### config.mk
export PLATFORM = sky130hd
export DESIGN_NAME = vga_frame_ctrl
export DESIGN_NICKNAME = d
export VERILOG_FILES = /design/src/rtl/vga_timing_pkg.sv /design/src/rtl/btn_debounce.sv /design/src/rtl/vga_frame_ctrl.sv
export SDC_FILE = /design/constraint.sdc
export NUM_CORES = 1
export LEC_CHECK = 0
export CORE_ASPECT_RATIO = 0.9
export CORE_MARGIN = 1.5
export CORE_UTILIZATION = 38
export CTS_BUF_LIST = sky130_fd_sc_hd__clkbuf_16
export DETAILED_ROUTE_END_ITERATION = 10
export MAX_ROUTING_LAYER = met4
export SLEW_MARGIN = 20
export SYNTH_ARGS = -nofsm -noshare
export SYNTH_HDL_FRONTEND = slang
export SYNTH_SLANG_ARGS = --single-unit
### constraint.sdc
create_clock -name clk -period 7.2 [get_ports clk]
set_clock_uncertainty 0.05 [all_clocks]
set_input_delay 1.8 -clock clk [delete_from_list [all_inputs] [get_ports clk]]
set_output_delay 1.8 -clock clk [all_outputs]
set_load 0.02 [all_outputs]
### src/rtl/vga_timing_pkg.sv
// 640x480@60 VGA timing constants and rotation-step helpers, shared by
// vga_frame_ctrl and the pattern generators (SPEED_DEBOUNCE_EN has no effect here).
package vga_timing_pkg;

  localparam logic [9:0] H_VISIBLE = 10'd640;
  localparam logic [9:0] H_FP      = 10'd16;
  localparam logic [9:0] H_SYNC    = 10'd96;
  localparam logic [9:0] H_BP      = 10'd48;
  localparam logic [9:0] H_TOTAL   = H_VISIBLE + H_FP + H_SYNC + H_BP;

  localparam logic [9:0] V_VISIBLE = 10'd480;
  localparam logic [9:0] V_FP      = 10'd10;
  localparam logic [9:0] V_SYNC    = 10'd2;
  localparam logic [9:0] V_BP      = 10'd33;
  localparam logic [9:0] V_TOTAL   = V_VISIBLE + V_FP + V_SYNC + V_BP;

  // Inclusive sync windows and last count of each axis.
  localparam logic [9:0] H_SYNC_FIRST = H_VISIBLE + H_FP;
  localparam logic [9:0] H_SYNC_LAST  = H_SYNC_FIRST + H_SYNC - 10'd1;
  localparam logic [9:0] H_LAST       = H_TOTAL - 10'd1;
  localparam logic [9:0] V_SYNC_FIRST = V_VISIBLE + V_FP;
  localparam logic [9:0] V_SYNC_LAST  = V_SYNC_FIRST + V_SYNC - 10'd1;
  localparam logic [9:0] V_LAST       = V_TOTAL - 10'd1;

  localparam logic [9:0] H_CENTRE = H_VISIBLE >> 1;
  localparam logic [9:0] V_CENTRE = V_VISIBLE >> 1;

  localparam logic [2:0] STEP_MAX = 3'd7;

  typedef enum logic [1:0] {
    STEP_HOLD = 2'd0,
    STEP_INC  = 2'd1,
    STEP_DEC  = 2'd2
  } step_cmd_e;

  // Simultaneous up/down presses cancel out.
  function automatic step_cmd_e step_cmd(input logic up, input logic down);
    step_cmd = STEP_HOLD;
    if (up && !down) begin
      step_cmd = STEP_INC;
    end else if (down && !up) begin
      step_cmd = STEP_DEC;
    end
  endfunction

  function automatic logic [2:0] step_apply(input logic [2:0] cur, input step_cmd_e cmd);
    step_apply = cur;
    case (cmd)
      STEP_INC: if (cur != STEP_MAX) step_apply = cur + 3'd1;
      STEP_DEC: if (cur != 3'd0) step_apply = cur - 3'd1;
      default:  step_apply = cur;
    endcase
  endfunction

endpackage

### src/rtl/btn_debounce.sv
// Raw push-button to single-cycle rising-edge pulse: 2-flop synchronizer, then an
// optional stability filter (SPEED_DEBOUNCE_EN), then edge detect.
module btn_debounce #(
  parameter int DEB_CYCLES = 250000
) (
  input  logic clk,
  input  logic rst,
  input  logic btn_i,
  output logic rise_o
);

  logic sync1_q;
  logic sync2_q;
  logic level;
  logic prev_q;

  always_ff @(posedge clk or posedge rst) begin
    if (rst) begin
      sync1_q <= 1'b0;
      sync2_q <= 1'b0;
    end else begin
      sync1_q <= btn_i;
      sync2_q <= sync1_q;
    end
  end

`ifdef SPEED_DEBOUNCE_EN
  localparam int CNT_W = (DEB_CYCLES > 1) ? $clog2(DEB_CYCLES) : 1;
  localparam logic [CNT_W-1:0] CNT_LAST = CNT_W'(DEB_CYCLES - 1);

  logic [CNT_W-1:0] cnt_q;
  logic [CNT_W-1:0] cnt_d;
  logic             level_q;
  logic             level_d;

  // The counter only runs while the input disagrees with the accepted level,
  // so any bounce back to the old value restarts the window.
  always_comb begin
    cnt_d   = '0;
    level_d = level_q;
    if (sync2_q != level_q) begin
      if (cnt_q == CNT_LAST) begin
        level_d = sync2_q;
      end else begin
        cnt_d = cnt_q + 1'b1;
      end
    end
  end

  always_ff @(posedge clk or posedge rst) begin
    if (rst) begin
      cnt_q   <= '0;
      level_q <= 1'b0;
    end else begin
      cnt_q   <= cnt_d;
      level_q <= level_d;
    end
  end

  assign level = level_q;
`else
  logic unused_deb_cfg;
  assign unused_deb_cfg = (DEB_CYCLES > 0);
  assign level = sync2_q;
`endif

  always_ff @(posedge clk or posedge rst) begin
    if (rst) begin
      prev_q <= 1'b0;
    end else begin
      prev_q <= level;
    end
  end

  assign rise_o = level & ~prev_q;

endmodule

### src/rtl/vga_frame_ctrl.sv
// 640x480@60 timing generator plus button-controlled rotation step committed at
// frame boundaries. Define SPEED_DEBOUNCE_EN to filter the buttons over DEB_CYCLES clks.
module vga_frame_ctrl
  import vga_timing_pkg::*;
#(
  parameter int         DEB_CYCLES = 250000,
  parameter logic [2:0] STEP_RESET = 3'd1
) (
  input  logic       clk,
  input  logic       rst,
  input  logic       btn_up,
  input  logic       btn_down,
  output logic [9:0] x,
  output logic [9:0] y,
  output logic       hsync,
  output logic       vsync,
  output logic       display_on,
  output logic       next_frame,
  output logic [2:0] step_size
);

  logic [9:0] x_q, x_d;
  logic [9:0] y_q, y_d;
  logic       hsync_q, hsync_d;
  logic       vsync_q, vsync_d;
  logic       display_on_q, display_on_d;
  logic       next_frame_q, next_frame_d;
  logic [2:0] pending_q, pending_d;
  logic [2:0] step_q, step_d;

  logic [1:0] btn_raw;
  logic [1:0] btn_rise;
  step_cmd_e  cmd;

  assign btn_raw = {btn_down, btn_up};

  genvar gi;
  generate
    for (gi = 0; gi < 2; gi++) begin : g_btn
      btn_debounce #(
        .DEB_CYCLES(DEB_CYCLES)
      ) u_btn (
        .clk   (clk),
        .rst   (rst),
        .btn_i (btn_raw[gi]),
        .rise_o(btn_rise[gi])
      );
    end
  endgenerate

  always_comb begin
    x_d = x_q + 10'd1;
    y_d = y_q;
    if (x_q == H_LAST) begin
      x_d = '0;
      y_d = (y_q == V_LAST) ? '0 : y_q + 10'd1;
    end
  end

  // Flags are derived from the next counts so they line up with x/y in the same cycle.
  always_comb begin
    hsync_d      = ~((x_d >= H_SYNC_FIRST) && (x_d <= H_SYNC_LAST));
    vsync_d      = ~((y_d >= V_SYNC_FIRST) && (y_d <= V_SYNC_LAST));
    display_on_d = (x_d < H_VISIBLE) && (y_d < V_VISIBLE);
    next_frame_d = (x_d == 10'd0) && (y_d == V_VISIBLE);
  end

  // step_size picks up the pre-edge pending value when an edge lands on next_frame.
  always_comb begin
    cmd       = step_cmd(btn_rise[0], btn_rise[1]);
    pending_d = step_apply(pending_q, cmd);
    step_d    = next_frame_q ? pending_q : step_q;
  end

  always_ff @(posedge clk or posedge rst) begin
    if (rst) begin
      x_q          <= '0;
      y_q          <= '0;
      hsync_q      <= 1'b1;
      vsync_q      <= 1'b1;
      display_on_q <= 1'b1;
      next_frame_q <= 1'b0;
      pending_q    <= STEP_RESET;
      step_q       <= STEP_RESET;
    end else begin
      x_q          <= x_d;
      y_q          <= y_d;
      hsync_q      <= hsync_d;
      vsync_q      <= vsync_d;
      display_on_q <= display_on_d;
      next_frame_q <= next_frame_d;
      pending_q    <= pending_d;
      step_q       <= step_d;
    end
  end

  assign x          = x_q;
  assign y          = y_q;
  assign hsync      = hsync_q;
  assign vsync      = vsync_q;
  assign display_on = display_on_q;
  assign next_frame = next_frame_q;
  assign step_size  = step_q;

endmodule

==> impl_metrics.tcl <==
set metrics [dict create \
    status "finished clean" \
    combPwrFrac_pct 7.6 \
    setup_violations 0 \
    worstHoldPathType "reg -> reg" \
    tightest_slew_ps 553.4 \
    synthCells 192 \
    ys_seq_area_share_pct 46.86 \
    crit_type "reg -> out" \
    setup_ws_ps 3830 \
    cts_made_buffers 5 \
    power_density_mw_per_mm2 194.5 \
    min_path_cells 0 \
    die_area_sq_mm 0.005531 \
    ys_top_cells_by_count "dfrtp_1 (31), inv_1 (16), nand2_1 (15), nand3_1 (13)" \
    cp-end-kind "output pin" \
    maxCapViolCount 0 \
    rr_worst_depth 7 \
    io_pins 31 \
    antenna_found_initial 0 \
    holdWs_ps 303.0 \
    area_growth_pct 24.95 \
    grt_max_degree 37 \
    grt_use_met1_pct 23.05 \
    hp-start "g_btn[0].u_btn.sync1_q$_DFF_PP0_" \
    reg2reg_slack_ps 4330 \
    min_to "g_btn[0].u_btn.level$_DFF_PP0_" \
    firstDrtPassIters 4 \
    setup_tns_ps 0 \
    crit_family "buffers and inverters" \
    start_util_pct 39.79 \
    drtIter0Drc 120 \
    yosysWarnings 0 \
    vias 1489 \
    synth_cell_types 47 \
    r2r-end "vsync$_DFF_PP1_" \
    clockRootBuffer "clkbuf_16" \
    drcViolationCount 0 \
    grt.busiest_layer "met1" \
    p_switching_uw 111.1 \
    use_met3_pct 5.935 \
    cts_tree "done" \
    hold_violations 0 \
    rsz0062_at_grt "no" \
    grt_pass1_wl_microns 6831 \
    cts_setup_buffers 0 \
    gr-total-overflow 0 \
    cts_hold_buf 0 \
    async_flop_share_pct 100.0 \
    clockBufferDepth 2 \
    crit_start "y[3]$_DFF_PP0_" \
    reg2reg_from "x[0]$_DFF_PP0_" \
    die_x_microns 78.23 \
    avgViaCountPerCell 5.188 \
    insertedDiodeCount 0 \
    crit_buf_inv 1 \
    startpoint_type "flop" \
    synthMostInstantiatedCell "dfrtp_1" \
    slowest_delay_ps 700 \
    internal_power_uw 359.3 \
    grt.met2_usage_pct 22.32 \
    crit_required_ps 5350 \
    pwr-share-seq_pct 47.7 \
    htree_levels 2 \
    period_minus_slack_ps 3370 \
    globalRouteTotalUtil_pct 16.59 \
    wl_per_cell_microns 13.98 \
    io_buffers 30 \
    grt_pass1_vias 1365 \
    cp.arrival_ps 1520 \
    rows 24 \
    slew_headroom_pct 62.82 \
    dpl_worst_slack_ps 4129 \
    power.share.clock_pct 44.7 \
    clock.fmax_mhz 296.7 \
    avgSynthCellArea_sq_um 10.08 \
    finalCritPeriodShare_pct 46.81 \
    hpwl_microns 2779 \
    nNetsFinal 232 \
    final_layout_size_suffix_gt1_share_pct 11.71 \
    path_clk_slew_ps 50 \
    cts_sinks 36 \
    ys_ff_latch 36 \
    yosys.area.top_type "dfrtp_1" \
    synth_edf_count 0 \
    insertion_delay_ps 280 \
    sw_frac_of_total_pct 23.61 \
    synthFlopType "dfrtp_1" \
    crit_slowest_cell "clkdlybuf4s50_1" \
    ir_worst_vdd_mv 0.1285 \
    report.final.slew_viol_count 0 \
    cts_resized 0 \
    power.leakage_nw 0.9787 \
    path_max_fanout 9 \
    synth_area_sq_mm 0.001936 \
    synth_area_leaders "dfrtp_1 (40%), dfstp_2 (6.8%), ha_1 (3.9%), xnor2_1 (3.6%), nand3_1 (3.4%)" \
    final_antenna_net_count 0 \
    worstPathCellList "clkdlybuf4s50_1" \
    core_sq_mm 0.004865 \
    drt_wl_total_microns 4013 \
    syn_nets 203 \
    gp_congestion 0.8634 \
    fp.dieH_microns 70.71 \
    yosys.area.top_type_share_pct 40.08 \
]
-- layout by cell type (no fill, tap or decap), drive strengths merged, types with 2 or more instances in the layout --
master and count:
a21oi 8, a31oi 2, a32oi 2, and4 3
clkbuf 5, clkdlybuf4s50 30, clkinv 3, dfrtp 31
dfstp 5, ha 6, inv 16, mux2 4
nand2 15, nand2b 5, nand3 13, nand4 4
nor2 8, nor3 6, nor4 5, o21ai 8
or3 5, or4 3, xnor2 8, xor2 7
-- state kept, by name, indices dropped and copies added (netlist names), 2 cells and up --
name,cells
pending_q,3
g_btn.u_btn.level,2
step_size,3
x,10
y,10
g_btn.u_btn.sync1_q,2
g_btn.u_btn.prev_q,2
-- power by group through the flow --
stage / Clock, mW / Sequential, mW / Combinational [mW]
floorplan: 0 / 0.225 / 0.0302
global placement: 0 / 0.228 / 0.0358
detailed placement: 0 / 0.228 / 0.0367
CTS: 0.218 / 0.225 / 0.0370
global route: 0.228 / 0.226 / 0.0428
finish: 0.210 / 0.224 / 0.0357
-- metrics by stage --
step	std cells	cell area (sq um)	total power, mW	utilization, %
4_1_cts	287	2419	0.4800	49.72
5_1_grt	287	2419	0.4969	49.72
6_report	287	2419	0.4703	49.72
2_1_floorplan	192	1936	0.2552	-
3_5_place_dp	279	2275	0.2648	46.76
3_3_place_gp	279	2275	0.2638	46.76
-- final cells by class --
type | count | area (sq um)
multi-input combinational | 131 | 918.4
timing repair buffer | 31 | 307.8
fill | 470 | 2446
tap | 65 | 81.33
sequential | 36 | 907.1
inverter | 16 | 60.06
clock buffer | 5 | 125.1
clock inverter | 3 | 18.77
-- how the worst max path moves through the flow --
stage / endpoint / depth (start not counted)
after floorplan: g_btn[0].u_btn.level$_DFF_PP0_ / 1
after global placement: y[3] / 1
after detailed placement: y[3] / 1
after CTS: y[3] / 1
after global routing: y[3] / 1
final: y[3] / 1
-- routing by layer --
| layer | wire length (microns) | vias up |
|---|---|---|
| met5 | 0 | - |
| met4 | 34 | 0 |
| met3 | 235 | 4 |
| met2 | 1687 | 35 |
| met1 | 2055 | 716 |
| li1 | - | 734 |
-- logic make-up after synthesis --
logic type | after synthesis | synth area share (%)
compound gates | 31 | 11.25
mux | 5 | 2.844
simple gates | 73 | 21.65
xor+xnor | 15 | 6.788
buf+inv | 25 | 5.689
fa+ha+maj | 7 | 4.913
flops | 36 | 46.86
(Power assumes the default switching activity.)
